$ cat config.mk
export PLATFORM = sky130hd
export DESIGN_NAME = screen_controller
export DESIGN_NICKNAME = d
export VERILOG_FILES = /design/src/rtl/screen_pkg.sv /design/src/rtl/btn_debounce.sv /design/src/rtl/screen_controller.sv
export SDC_FILE = /design/constraint.sdc
export NUM_CORES = 1
export LEC_CHECK = 0
export BUFFER_PORTS_ARGS = -buffer_cell sky130_fd_sc_hd__buf_2
export CAP_MARGIN = 20
export CORE_AREA = 2 2 143 145
export CTS_BUF_LIST = sky130_fd_sc_hd__clkbuf_8
export DETAILED_ROUTE_END_ITERATION = 10
export DIE_AREA = 0 0 145 147
export HOLD_SLACK_MARGIN = 0.12
export REMOVE_ABC_BUFFERS = 1
export SYNTH_ARGS = -nofsm -noshare
export SYNTH_HDL_FRONTEND = slang
export SYNTH_HIERARCHICAL = 1
export SYNTH_SLANG_ARGS = --single-unit
$ cat constraint.sdc
create_clock -name clk -period 2.55 [get_ports clk]
set_input_delay 0.3825 -clock clk [delete_from_list [all_inputs] [get_ports clk]]
set_output_delay 0.3825 -clock clk [all_outputs]
set_load 0.05 [all_outputs]
$ cat src/rtl/screen_pkg.sv
// Shared definitions for the screen controller: screen encodings, panel geometry
// and a few RGB565 colour constants used by the screen generators.
package screen_pkg;

  typedef enum logic [1:0] {
    TITLE = 2'd0,
    CTRL  = 2'd1,
    PLAY  = 2'd2,
    OVER  = 2'd3
  } screen_e;

  localparam int unsigned WIDTH  = 96;
  localparam int unsigned HEIGHT = 64;

  localparam logic [15:0] BLACK  = 16'h0000;
  localparam logic [15:0] WHITE  = 16'hFFFF;
  localparam logic [15:0] RED    = 16'hF800;
  localparam logic [15:0] GREEN  = 16'h07E0;
  localparam logic [15:0] BLUE   = 16'h001F;
  localparam logic [15:0] YELLOW = 16'hFFE0;

endpackage

$ cat src/rtl/btn_debounce.sv
// Button debouncer: emits a single-cycle press pulse once the raw level has been
// stably high for DEBOUNCE_CYCLES cycles. Holding the button yields one pulse.
// Ports:
//   clk, reset : clock and synchronous active-high reset
//   raw        : button level, already synchronised to clk
//   press      : one-cycle registered press pulse
module btn_debounce #(
  parameter logic [15:0] DEBOUNCE_CYCLES = 16'd50000
) (
  input  logic clk,
  input  logic reset,
  input  logic raw,
  output logic press
);

  logic [15:0] cnt_q, cnt_d;
  logic        press_q, press_d;

  always_comb begin
    cnt_d = '0;
    if (raw) begin
      cnt_d = (cnt_q == DEBOUNCE_CYCLES) ? cnt_q : cnt_q + 16'd1;
    end
    // Fire on the step that takes the counter to DEBOUNCE_CYCLES; saturation
    // keeps a held button from firing again.
    press_d = raw && (cnt_q == DEBOUNCE_CYCLES - 16'd1);
  end

  always_ff @(posedge clk) begin
    if (reset) begin
      cnt_q   <= '0;
      press_q <= 1'b0;
    end else begin
      cnt_q   <= cnt_d;
      press_q <= press_d;
    end
  end

  assign press = press_q;

endmodule

$ cat src/rtl/screen_controller.sv
// Screen controller: turns the OLED pixel_index into registered (x,y), sequences
// title/control/play/game-over screens from debounced buttons, and registers the
// selected generator's colour back to the OLED driver.
// Ports:
//   clk, reset          : clock, synchronous active-high reset
//   frame_begin         : start-of-frame pulse; screen changes commit only here
//   pixel_index         : row-major pixel number
//   btnC/U/L/R/D        : raw synchronised buttons
//   game_over           : pulse from game logic
//   *_data              : RGB565 from the four screen generators
//   x, y                : registered coordinates (latency 1)
//   oled_data           : registered colour (latency 2 from pixel_index)
//   screen_sel          : visible screen
//   start_game          : one-cycle pulse when the visible screen becomes PLAY
module screen_controller #(
  parameter int unsigned WIDTH           = 96,
  parameter int unsigned HEIGHT          = 64,
  parameter logic [15:0] DEBOUNCE_CYCLES = 16'd50000,
  parameter logic [11:0] IDLE_FRAMES     = 12'd600
) (
  input  logic        clk,
  input  logic        reset,
  input  logic        frame_begin,
  input  logic [12:0] pixel_index,
  input  logic        btnC,
  input  logic        btnU,
  input  logic        btnL,
  input  logic        btnR,
  input  logic        btnD,
  input  logic        game_over,
  input  logic [15:0] title_data,
  input  logic [15:0] ctrl_data,
  input  logic [15:0] play_data,
  input  logic [15:0] over_data,
  output logic [6:0]  x,
  output logic [5:0]  y,
  output logic [15:0] oled_data,
  output logic [1:0]  screen_sel,
  output logic        start_game
);

  import screen_pkg::*;

  // press[0..4] = C, U, L, R, D
  logic [4:0] press;
  logic [4:0] raw_btn;

  assign raw_btn = {btnD, btnR, btnL, btnU, btnC};

  for (genvar i = 0; i < 5; i++) begin : g_db
    btn_debounce #(
      .DEBOUNCE_CYCLES(DEBOUNCE_CYCLES)
    ) u_db (
      .clk  (clk),
      .reset(reset),
      .raw  (raw_btn[i]),
      .press(press[i])
    );
  end

  logic [6:0]  x_q, x_d;
  logic [5:0]  y_q, y_d;
  logic [15:0] oled_q, oled_d;
  screen_e     pending_q, pending_d;
  screen_e     sel_q, sel_d;
  logic        start_q, start_d;
  logic [11:0] idle_q, idle_d;
  logic        any_press;

  assign any_press = |press;

  always_comb begin
    x_d = '0;
    y_d = '0;
    if (pixel_index < 13'(WIDTH * HEIGHT)) begin
      x_d = 7'(pixel_index % 13'(WIDTH));
      y_d = 6'(pixel_index / 13'(WIDTH));
    end
  end

  always_comb begin
    oled_d = BLACK;
    unique case (sel_q)
      TITLE: oled_d = title_data;
      CTRL:  oled_d = ctrl_data;
      PLAY:  oled_d = play_data;
      OVER:  oled_d = over_data;
    endcase
  end

  // Next-state logic runs on pending, so several transitions inside one frame
  // chain naturally and only the last result is shown at frame_begin.
  always_comb begin
    pending_d = pending_q;
    unique case (pending_q)
      TITLE: if (press[0]) pending_d = CTRL;
      CTRL: begin
        if (press[3])                  pending_d = PLAY;
        else if (press[2])             pending_d = TITLE;
        else if (idle_q == IDLE_FRAMES) pending_d = TITLE;
      end
      PLAY: if (game_over) pending_d = OVER;
      OVER: if (press[0]) pending_d = TITLE;
    endcase

    idle_d = idle_q;
    if (pending_q != CTRL || pending_d != CTRL || any_press) begin
      idle_d = '0;
    end else if (frame_begin && idle_q != IDLE_FRAMES) begin
      idle_d = idle_q + 12'd1;
    end

    sel_d   = frame_begin ? pending_q : sel_q;
    start_d = frame_begin && (pending_q == PLAY) && (sel_q != PLAY);
  end

  always_ff @(posedge clk) begin
    if (reset) begin
      x_q       <= '0;
      y_q       <= '0;
      oled_q    <= BLACK;
      pending_q <= TITLE;
      sel_q     <= TITLE;
      start_q   <= 1'b0;
      idle_q    <= '0;
    end else begin
      x_q       <= x_d;
      y_q       <= y_d;
      oled_q    <= oled_d;
      pending_q <= pending_d;
      sel_q     <= sel_d;
      start_q   <= start_d;
      idle_q    <= idle_d;
    end
  end

  assign x          = x_q;
  assign y          = y_q;
  assign oled_data  = oled_q;
  assign screen_sel = sel_q;
  assign start_game = start_q;

endmodule

* Word level (Yosys, flattened, before mapping)
Index checks and enable logic that the tools add are counted.
W data, S select, Z words.
** Operators by class
- Equal/unequal tests :: 21
- Mux-type cells :: 8
- Order comparisons :: 1
- Divide/modulo/power cells :: 2
- Bitwise operators :: 6
- Add/sub/neg operators :: 6
- Reduce and logical (&&, ||, !) cells :: 20
** Operator list (count)
- $eq A16 B16 Y1 const B :: 10
- $add A16 B1 Y16 const B :: 5
- $pmux W16 S4 :: 1
- $reduce_or A2 Y1 :: 7
- $div A13 B7 Y13 const B :: 1
- $lt A13 B13 Y1 const B :: 1
- $mod A13 B7 Y13 const B :: 1
- $add A12 B1 Y12 const B :: 1
- $eq A12 B10 Y1 const B :: 1
- $mux W2 :: 6
- $ne A12 B10 Y1 const B :: 1
- $eq A2 B2 Y1 const B :: 4
- $logic_and A1 B1 Y1 :: 8
- $pmux W2 S4 :: 1
- $not A1 Y1 :: 6
- $reduce_or A5 Y1 :: 1
- $eq A2 B1 Y1 const B :: 2
- $logic_not A2 Y1 :: 2
- $ne A2 B1 Y1 const B :: 2
- $logic_or A1 B1 Y1 :: 2
- $ne A2 B2 Y1 const B :: 1
** Word-level totals
- Output and inout bits :: 32
- Input port bits :: 86
- Word-level logic and storage cells :: 81
- Register bits after elaboration :: 131

* Depth between registers and ports, before layout
- Depth after elaboration :: 9
- Mapped depth :: 9

* Modules after synthesis
Netlist, hierarchy kept.
** By module, submodules not included
- btn_debounce :: seq. area each 340.3 um^2, area each 810.8 um^2, cells each 92, times used 5
- screen_controller :: seq. area each 920.9 um^2, area each 2716.4 um^2, cells each 279, times used 1

* Least setup slack after synthesis
OpenSTA, ideal clock, no wires.
- Path kind :: flip-flop to flip-flop
- Start point :: register sel_q[0], in the netlist screen_sel[0]
- End point :: register oled_q[11], in the netlist oled_data[11]
- Cell stages (with the launch flop) :: 5
- Setup slack :: 0.307 ns
- Clock period less this slack :: 2.243 ns
- Required time :: 2.422 ns
- Arrival :: 2.115 ns
- Setup time :: 0.128 ns
- Path through :: dfxtp_1 > clkbuf_1 > buf_2 > mux4_2 > nor2b_1
** On the way
- Longest elaborated chain between the ends :: 2
** Ends and longest elaborated chain
- start, declared :: line screen_controller.sv:65 : screen_e sel_q, sel_d;
- start signal, assigned :: line screen_controller.sv:131 : sel_q <= sel_d;
- $eq A2 B2 Y1, or another cell as far along :: line screen_controller.sv:83 : unique case (sel_q)
- $pmux W16 S4 * :: line screen_controller.sv:83
- end signal, assigned :: line screen_controller.sv:129 : oled_q <= oled_d;
- end, declared :: line screen_controller.sv:63 : logic [15:0] oled_q, oled_d;
Mark *: on every way between the ends. The rest lies on a longest branch, timed or not.
A chain may end at the register's enable or synchronous reset.

* Final worst setup path
- Start point :: register sel_q[1], in the netlist screen_sel[1]
- End point :: output screen_sel[1]
** RTL lines
- end, declared :: line screen_controller.sv:38 : output logic [1:0] screen_sel,
No word-level cell between the ends.

==> flow_summary.ini <==
[outcome]
outcome = finished, final reports clean

[worst_setup_path]
path_buf_inv = 1
cp_cell_sequence = buf_2
cpMaxStageDelayCell = dfxtp_1
start_kind = register
worstSetupPathType = reg2out
crit_fanout = 19
cp_top_family = flip-flops
critPathMaxStageDelay_ns = 0.89
arrival_ns = 1.72
endpoint_kind = output pin
required_ns = 2.17

[power]
peakVddDrop_mv = 0.327
total_power_mw = 4.24
power.density_nw_per_um2 = 530
power.leakage_nw = 2.83

[floorplan]
rows = 52
start_util_pct = 34.1
ios = 118
die_w_um = 145
dieArea_um2 = 21300
fp.dieH_um = 147
core_area_um2 = 19800

[detailed_routing]
via_per_inst = 4.91
wl_per_cell_um = 13.0
drt_iter0_drc = 245
wl_um = 14800
drc_errors = 0
ant_nets = 0
vias = 5605
firstDrtPassIters = 4

[synth]
async_flop_share_pct = 0
seq_area_frac_synth_pct = 38.7
synth_edf_count = 0
syn_area_um2 = 6770
synth-main-ff-cell = dfxtp_1
avgSynthCellArea_um2 = 9.16
ys.warnings.count = 6
synthDistinctLibCells = 67
syn_inst = 739
synth_seq_cells = 131

[placement]
portBuffers = 117
gp_congestion = 0.802
dp_cells = 1105
place_hpwl_um = 11000

[layout]
instances_no_fill = 1142
fin_nets = 957
n_fill_cell = 2000
final_layout_size_suffix_gt1_share_pct = 23.4
area_growth_pct = 18.2
diodes = 0

[timing]
hold_viol_final = 0
slew_headroom_pct = 42.4
fin_crit_sh_pct = 82.6
worst_pin_slew_ns = 0.862
setup_viol = 0
setup_tns_ns = 0
maxSlewViolCount = 0
max_freq_mhz = 475
period_minus_slack_ns = 2.11
fin_skew_ns = 0.0174
rsz0062_at_grt = false

[clock_tree]
clock_path_buffers = 2
postCtsResizedCells = 0
htreeDepth = 4
tritoncts = built
cts_root_buffer = clkbuf_8
cts_buffers = 17
clock_latency_ns = 0.44
path_clk_slew_ns = 0.08
clock-sinks = 131

[worst_hold_path]
hp-class = in2reg

[grt]
grt.overflow.total = 0
grtUsageTotal_pct = 14.4
grt_pass1_wl_um = 25500
grt_pass1_vias = 5334
grt_max_degree = 21
antenna_found_initial = 0

[flow_run]
cap_viol_max_count = 0
-- flip-flops by register name, indices dropped and copies added (netlist names) --
register / count
idle_q: 12
g_db.u_db/press: 5
x: 7
g_db.u_db/cnt_q: 80
screen_sel: 2
start_game: 1
pending_q: 2
y: 6
oled_data: 16
-- synth_stat cells (all sizes together) (2+ instances only) --
library cell  count  area (um2)
nor2            106         398
ha               12         150
o211a             2        20.0
xor2             34         298
nor4b             2        17.5
o211ai            2        25.0
a31oi             7        43.8
dfxtp           131        2620
nor3             22         115
buf              13         116
nor3b             8        60.1
nand4bb           5        56.3
a31o             11        96.3
or3               2        12.5
a311oi            2        23.8
nand2            41         154
nand3b            2        15.0
nand4            34         213
xnor2            47         412
and4              6        52.6
and2             11        68.8
nand3            29         145
o31ai             2        15.0
mux4             16         360
mux2i             2        20.0
a21oi            17        85.1
nor4             40         325
o21ai            11        55.1
inv              30         113
a2111oi           6        98.8
or2               2        12.5
or3b              5        56.3
or4               6        45.0
nor2b            22         138
clkbuf           19        81.3
nand2b            7        43.8
and3              8        50.1
-- cell usage in the layout (no fill, tap or decap), drive strengths merged, types with 4 or more instances in the layout --
| master | synthesis | final |
|---|---|---|
| xnor2 | 47 | 47 |
| dfxtp | 131 | 131 |
| xor2 | 34 | 34 |
| and4 | 6 | 6 |
| and3 | 8 | 8 |
| nor4 | 40 | 40 |
| o21ai | 11 | 11 |
| clkbuf | 19 | 17 |
| a31oi | 7 | 7 |
| nand2b | 7 | 7 |
| and2 | 11 | 11 |
| nor3b | 8 | 8 |
| clkinvlp | 0 | 4 |
| dlygate4sd3 | 0 | 5 |
| clkinv | 0 | 5 |
| or4 | 6 | 6 |
| mux4 | 16 | 16 |
| ha | 12 | 12 |
| a21oi | 17 | 17 |
| a2111oi | 6 | 6 |
| nand4bb | 5 | 5 |
| nor3 | 22 | 22 |
| or3b | 5 | 5 |
| buf | 13 | 129 |
| nor2 | 106 | 106 |
| nand3 | 29 | 29 |
| nand4 | 34 | 34 |
| a31o | 11 | 11 |
| inv | 30 | 35 |
| nand2 | 41 | 41 |
| nor2b | 22 | 22 |
-- where the power goes --
part / total [mW] / switching [mW] / leakage (nW) / internal [mW]
Clock: 1.68 / 0.885 / 0.182 / 0.791
Sequential: 2.09 / 0.0142 / 1.06 / 2.08
Combinational: 0.469 / 0.294 / 1.58 / 0.175
Total: 4.24 / 1.19 / 2.83 / 3.05
-- final timing paths --
kind	from	slack, ns	endpoint	depth (start not counted)
min	frame_begin	0.28	screen_sel[1]	3
max	screen_sel[1]	0.44	screen_sel[1]	1
min reg2reg	screen_sel[0]	0.50	start_game	2
max reg2reg	idle_q[0]	0.59	idle_q[1]	8
-- cells by family after synthesis --
kind of cell,Yosys count,synth area share [%]
multiplexers,18,5.62
flip-flops,131,38.7
buffers and inverters,63,4.75
XOR/XNOR,81,10.5
AND/OR/NAND/NOR,363,30.0
adder cells (fa/ha/maj),13,2.37
AO/OA/AOI/OAI,70,8.09
-- worst reg2reg max path: cells and delay by family (launching register included) --
family / cells / cell delay [ns]
simple gates: 5 / 1.15
flops: 1 / 0.39
fa+ha+maj: 1 / 0.20
buf+inv: 1 / 0.08
compound gates: 1 / 0.08
-- area by class of cell --
type	instances	area (um2)	share of cell area [%]
clock buffer	17	234	2.92
clock inverter	15	146	1.83
inverter	30	113	1.41
multi-input combinational	545	3830	47.8
sequential	131	2620	32.8
tap	270	338	4.22
timing repair buffer	134	726	9.07
-- per-layer routing --
metal,global-route usage (%),share of wire (%),vias to the layer above
met5,0,0,-
met4,4.60,1.1,0
met3,3.66,2.6,12
met2,23.7,47,65
met1,18.7,49,2640
li1,-,-,2888
-- repair_timing --
item                                   4_1_cts  5_1_grt
hold buffers                                 5        0
buffers inserted                             0        0
endpoints found under the hold margin        5        0
-- stage by stage --
stage                     hold slack (ns)  area (um2)  worst slack (ns)  utilization, %
after detailed placement            0.487        7570             0.233            38.2
after floorplan                     0.450        6560             0.341               -
after global routing                0.260        8010             0.338            40.3
final                               0.284        8010             0.445            40.3
after CTS                           0.246        8010             0.414            40.3
after global placement              0.484        7570             0.249            38.2
Power figures use the tool's default switching activity.
